[config.mk]
export PLATFORM = sky130hd
export DESIGN_NAME = tdm_demux_flat
export DESIGN_NICKNAME = d
export VERILOG_FILES = /design/src/rtl/tdm_demux_if.sv /design/src/rtl/tdm_demux.sv /design/src/flat_wrapper.sv
export SDC_FILE = /design/constraint.sdc
export NUM_CORES = 1
export LEC_CHECK = 0
export CAP_MARGIN = 20
export CORE_MARGIN = 3
export CORE_UTILIZATION = 29
export CTS_CLUSTER_SIZE = 8
export DETAILED_ROUTE_END_ITERATION = 10
export GPL_TIMING_DRIVEN = 0
export SETUP_SLACK_MARGIN = 0.2
export SYNTH_ARGS = -nofsm -noshare
export SYNTH_HDL_FRONTEND = slang
export SYNTH_SLANG_ARGS = --single-unit
[constraint.sdc]
create_clock -name clk -period 2 [get_ports clk]
set_input_delay 0.2 -clock clk [delete_from_list [all_inputs] [get_ports clk]]
set_output_delay 0.2 -clock clk [all_outputs]
set_load 0.01 [all_outputs]
[src/rtl/tdm_demux_if.sv]
// Bundle of the TDM receive-side signals: serial input with bit strobe and sync,
// recovered parallel word with channel tag and status pulses.
interface tdm_demux_if #(
  parameter int NCH = 2,
  parameter int W   = 8,
  parameter int CW  = 1
);
  logic          en;
  logic          din;
  logic          sync;
  logic [W-1:0]  word;
  logic [CW-1:0] ch;
  logic          valid;
  logic          locked;
  logic          err;

  modport master (
    output en, din, sync,
    input  word, ch, valid, locked, err
  );

  modport slave (
    input  en, din, sync,
    output word, ch, valid, locked, err
  );
endinterface

[src/rtl/tdm_demux.sv]
// Serial TDM receiver: recovers NCH channels of W-bit MSB-first slots from one
// bit stream framed by a sync strobe, flagging missing or misplaced syncs.
module tdm_demux #(
  parameter int NCH = 2,
  parameter int W   = 8,
  parameter int CW  = 1
) (
  input  logic        clk,
  input  logic        rst,
  tdm_demux_if.slave  bus
);
  localparam int            BW       = $clog2(W);
  localparam logic [BW-1:0] LAST_BIT = BW'(W - 1);
  localparam logic [CW-1:0] LAST_CH  = CW'(NCH - 1);

  typedef enum logic {HUNT, RECV} state_t;

  state_t        state_q, state_d;
  logic [BW-1:0] bitcnt_q, bitcnt_d;
  logic [CW-1:0] chcnt_q, chcnt_d;
  logic [W-1:0]  sreg_q, sreg_d;
  logic [W-1:0]  word_q, word_d;
  logic [CW-1:0] ch_q, ch_d;
  logic          valid_q, valid_d;
  logic          err_q, err_d;
  logic          locked_q;

  logic [W-1:0]  shifted;
  logic          at_boundary;

  assign shifted     = {sreg_q[W-2:0], bus.din};
  assign at_boundary = (bitcnt_q == '0) && (chcnt_q == '0);

  always_comb begin
    state_d  = state_q;
    bitcnt_d = bitcnt_q;
    chcnt_d  = chcnt_q;
    sreg_d   = sreg_q;
    word_d   = word_q;
    ch_d     = ch_q;
    valid_d  = 1'b0;
    err_d    = 1'b0;
    if (bus.en) begin
      case (state_q)
        HUNT: begin
          if (bus.sync) begin
            sreg_d   = shifted;
            bitcnt_d = BW'(1);
            chcnt_d  = '0;
            state_d  = RECV;
          end
        end
        RECV: begin
          if (bus.sync) begin
            // A sync anywhere restarts the frame; only off-boundary ones are errors.
            err_d    = !at_boundary;
            sreg_d   = shifted;
            bitcnt_d = BW'(1);
            chcnt_d  = '0;
          end else if (at_boundary) begin
            err_d    = 1'b1;
            state_d  = HUNT;
          end else if (bitcnt_q == LAST_BIT) begin
            sreg_d   = shifted;
            word_d   = shifted;
            ch_d     = chcnt_q;
            valid_d  = 1'b1;
            bitcnt_d = '0;
            chcnt_d  = (chcnt_q == LAST_CH) ? '0 : chcnt_q + CW'(1);
          end else begin
            sreg_d   = shifted;
            bitcnt_d = bitcnt_q + BW'(1);
          end
        end
        default: state_d = HUNT;
      endcase
    end
  end

  always_ff @(posedge clk) begin
    if (rst) begin
      state_q  <= HUNT;
      bitcnt_q <= '0;
      chcnt_q  <= '0;
      sreg_q   <= '0;
      word_q   <= '0;
      ch_q     <= '0;
      valid_q  <= 1'b0;
      err_q    <= 1'b0;
      locked_q <= 1'b0;
    end else begin
      state_q  <= state_d;
      bitcnt_q <= bitcnt_d;
      chcnt_q  <= chcnt_d;
      sreg_q   <= sreg_d;
      word_q   <= word_d;
      ch_q     <= ch_d;
      valid_q  <= valid_d;
      err_q    <= err_d;
      locked_q <= (state_d == RECV);
    end
  end

  assign bus.word   = word_q;
  assign bus.ch     = ch_q;
  assign bus.valid  = valid_q;
  assign bus.locked = locked_q;
  assign bus.err    = err_q;
endmodule
[src/flat_wrapper.sv]
// flat-port wrapper written by rule: the top's interface ports become plain ports
module tdm_demux_flat 
#(
  parameter int NCH = 2,
  parameter int W   = 8,
  parameter int CW  = 1
)
  (clk, rst, bus_en, bus_din, bus_sync, bus_word, bus_ch, bus_valid, bus_locked, bus_err);
  tdm_demux_if #(.NCH(NCH), .W(W), .CW(CW)) bus_i ();
  input  logic clk;
  input  logic rst;
  input wire logic [$bits(bus_i.en)-1:0] bus_en;
  input wire logic [$bits(bus_i.din)-1:0] bus_din;
  input wire logic [$bits(bus_i.sync)-1:0] bus_sync;
  output wire logic [$bits(bus_i.word)-1:0] bus_word;
  output wire logic [$bits(bus_i.ch)-1:0] bus_ch;
  output wire logic [$bits(bus_i.valid)-1:0] bus_valid;
  output wire logic [$bits(bus_i.locked)-1:0] bus_locked;
  output wire logic [$bits(bus_i.err)-1:0] bus_err;
  assign bus_i.en = bus_en;
  assign bus_i.din = bus_din;
  assign bus_i.sync = bus_sync;
  assign bus_word = bus_i.word;
  assign bus_ch = bus_i.ch;
  assign bus_valid = bus_i.valid;
  assign bus_locked = bus_i.locked;
  assign bus_err = bus_i.err;
  tdm_demux #(.NCH(NCH), .W(W), .CW(CW)) u_core (.clk(clk), .rst(rst), .bus(bus_i));
endmodule
==> summary.txt <==
Placed design
  • Number of port buffers: 14
  • Final GP Congestion: 0.863
  • Post-DP HPWL: 1.49 mm
  • Placed cell count: 170
  • Placement Cell Area: 1200 sq um
  • Place WS: -0.0311 ns

Critical path
  • Critical R2R Capture: u_core.chcnt_q$_SDFFE_PP0P_
  • CP endpoint kind: flip-flop
  • Worst setup SP type: flip-flop
  • Crit Path Class: flip-flop to flip-flop
  • Worst-path fanout max: 4
  • Critical Path AT: 1.97 ns
  • Reg2reg path depth: 8
  • R2R Setup Slk: 0.28 ns
  • Required @ worst endpoint: 2.25 ns
  • Reg2reg start: u_core.bitcnt_q[0]$_SDFFE_PP0P_

Die
  • Io pins: 17
  • CORE AREA: 3180 sq um
  • Initial Util: 31.5%
  • Die X-Extent: 64.8 um
  • Rows: 20
  • Die Footprint: 4200 sq um
  • Die Height: 64.8 um

Timing
  • Slew headroom: 67.7%
  • Post-Route Setup TNS: 0 ns
  • Period utilization: 85.9%
  • # setup viols final: 0
  • Worst Skew: 0.00406 ns
  • RSZ-0062 raised after global routing: no
  • Final Max Tran Viols: 0
  • Post-route minimum period: 1.72 ns
  • Final hold violations: 0
  • Setup ws final: 0.283 ns
  • Actual slew at the worst max-slew pin: 0.485 ns
  • Fmax: 0.582 GHz
  • Hold WS: 0.169 ns

Flow run
  • Max-Cap Viols: 0

Pwr
  • Comb power frac: 10.9%
  • Clock power share: 28.4%
  • Tot Pwr: 0.770 mW
  • Peak VDD IR: 0.000178 V
  • Sw Ratio: 25.2%
  • Switch Pwr: 0.194 mW
  • PwrDens: 604 nW/um^2
  • Static Leak: 0.465 nW
  • Internal: 0.576 mW
  • Sequential Power Share: 60.7%

Worst hold path
  • Worst hold endpoint: u_core.chcnt_q$_SDFFE_PP0P_
  • Hold crit path type: input port to flip-flop
  • Worst Hold Launch: rst
  • Worst Hold Path Cells: 2

Cells and area
  • Final Util: 40.1%
  • Fin cells: 176
  • Share of post-route cells with drive strength above 1: 15.9%
  • Layout Nets: 143
  • Design area: 1270 sq um
  • Area growth, synth to finish: 27.1%
  • Diode count: 0

Synthesis
  • Post-synthesis instance total: 112
  • Ys Warns: 0
  • Post-Syn Area: 1000 sq um
  • Synth top area share: 45.9%
  • Main synth FF type: dfxtp_1
  • Ranking of synthesized cells by area: dfxtp_1, nand2_1, mux2i_1
  • Post-synth EDFFs: 0
  • Yosys cell types: 31
  • Register area share after synthesis: 45.9%
  • Seq cells post-synth: 23
  • Post-synth top area cell: dfxtp_1
  • Synth top cells by count: nand2_1, dfxtp_1, a21oi_1
  • Syn_area_per_cell: 8.95 sq um
  • Post-Syn Nets: 122
  • Ys async rst share: 0%
  • Most common cell in the netlist: nand2_1

Routing
  • Antenna viol nets, final: 0
  • Vias: 826
  • Drt initial violations: 12
  • Vias per cell: 4.69
  • Final wirelength: 2.10 mm
  • Remaining DRCs: 0
  • DR WL/cell: 11.9 um
  • DR pass1 iterations: 4

GRT
  • First-pass GRT wire length: 3.63 mm
  • Vias in the first global route: 817
  • Initial antenna violation count: 0
  • Largest net degree at the start of global routing: 14
  • Total GRT Usage: 10.8%
  • Grt ovf: 0

Clock network
  • Worst-path clk slew: 0.13 ns
  • Longest Clk Path Bufs: 2
  • Clock Sinks: 23
  • Skew-Pair Late Insertion Delay: 0.31 ns
  • CTS root buffer: clkbuf_4
  • CTS tree: yes
  • H-tree levels: 1
  • CTS Buf Count: 3

Status
  • Status: complete, no violations
## cell families (layout without fill, tap and decap cells)
logic type,count (synthesis),after routing,share of synthesized area (%)
flip-flops,23,23,45.9
multiplexers,7,7,6.99
AO/OA/AOI/OAI,21,21,12.5
buffers and inverters,12,32,5.62
AND/OR/NAND/NOR,44,44,22.7
adder cells (fa/ha/maj),5,5,6.24
## metal layers
layer	track usage, %	part of all wire, %	vias up
li1	-	-	426
met1	14.0	47	382
met2	18.9	50	16
met3	1.04	2.4	2
met4	3.17	1.0	0
met5	0	0	-
## sequential cells by signal (all words and copies together) (netlist names)
register / flops
u_core.sreg_q: 7
u_core.bus.ch: 1
u_core.bus.locked: 1
u_core.bitcnt_q: 3
u_core.bus.valid: 1
u_core.chcnt_q: 1
u_core.bus.err: 1
u_core.bus.word: 8
## critical path, cell delays in order, from the launching register on
cell and delay [ns]:
dfxtp_4 0.38, inv_1 0.04, ha_1 0.19, nand2_2 0.08, inv_2 0.04, ha_2 0.16
and2b_2 0.24, or3b_1 0.35, a31oi_1 0.16
## layout make-up
cell class,instances,area [sq um]
Clock inverter,1,5.00
Sequential cell,23,464
Multi-Input combinational cell,77,503
Timing Repair Buffer,16,168
Clock buffer,3,22.5
Inverter,7,26.3
Tap cell,44,55.1
Buffer,5,30.0
Fill cell,334,1900
## cell usage in the layout (no fill, tap or decap), drive strengths merged
cell type and count:
a21oi 12, a31oi 1, and2 1, and2b 2
and4 2, buf 6, clkbuf 4, clkdlybuf4s50 14
clkinv 2, dfxtp 23, ha 5, inv 6
mux2i 7, nand2 29, nand2b 1, nand3b 1
nand4 1, nor2 3, nor3 1, nor4b 1
nor4bb 1, o211ai 1, o21ai 2, o221ai 1
o311ai 1, o31ai 2, o41ai 1, or3b 1
## how the worst max path moves through the flow
stage                                                from                               to  cells after the start
after floorplan           u_core.bitcnt_q[0]$_SDFFE_PP0P_      u_core.chcnt_q$_SDFFE_PP0P_                      8
after global placement                           bus_sync  u_core.bitcnt_q[2]$_SDFFE_PP0P_                      6
after detailed placement                         bus_sync  u_core.bitcnt_q[2]$_SDFFE_PP0P_                      6
after CTS                 u_core.bitcnt_q[0]$_SDFFE_PP0P_      u_core.chcnt_q$_SDFFE_PP0P_                      8
after global routing      u_core.bitcnt_q[0]$_SDFFE_PP0P_      u_core.chcnt_q$_SDFFE_PP0P_                      8
final                     u_core.bitcnt_q[0]$_SDFFE_PP0P_      u_core.chcnt_q$_SDFFE_PP0P_                      8
## what timing repair did
action                                  4_1_cts  5_1_grt
setup buffers                                 1        1
resized for setup                             2        7
hold buffers                                  0        0
pin swaps                                     1        2
endpoints found under the setup margin        8        9
## power groups by stage
stage,combinational [mW],clock (mW),sequential [mW]
floorplan,0.0497,0,0.478
global placement,0.0698,0,0.477
detailed placement,0.0705,0,0.478
CTS,0.0777,0.223,0.468
global route,0.0918,0.250,0.469
finish,0.0839,0.219,0.467
Note: power is estimated with default switching activity, not from simulation.
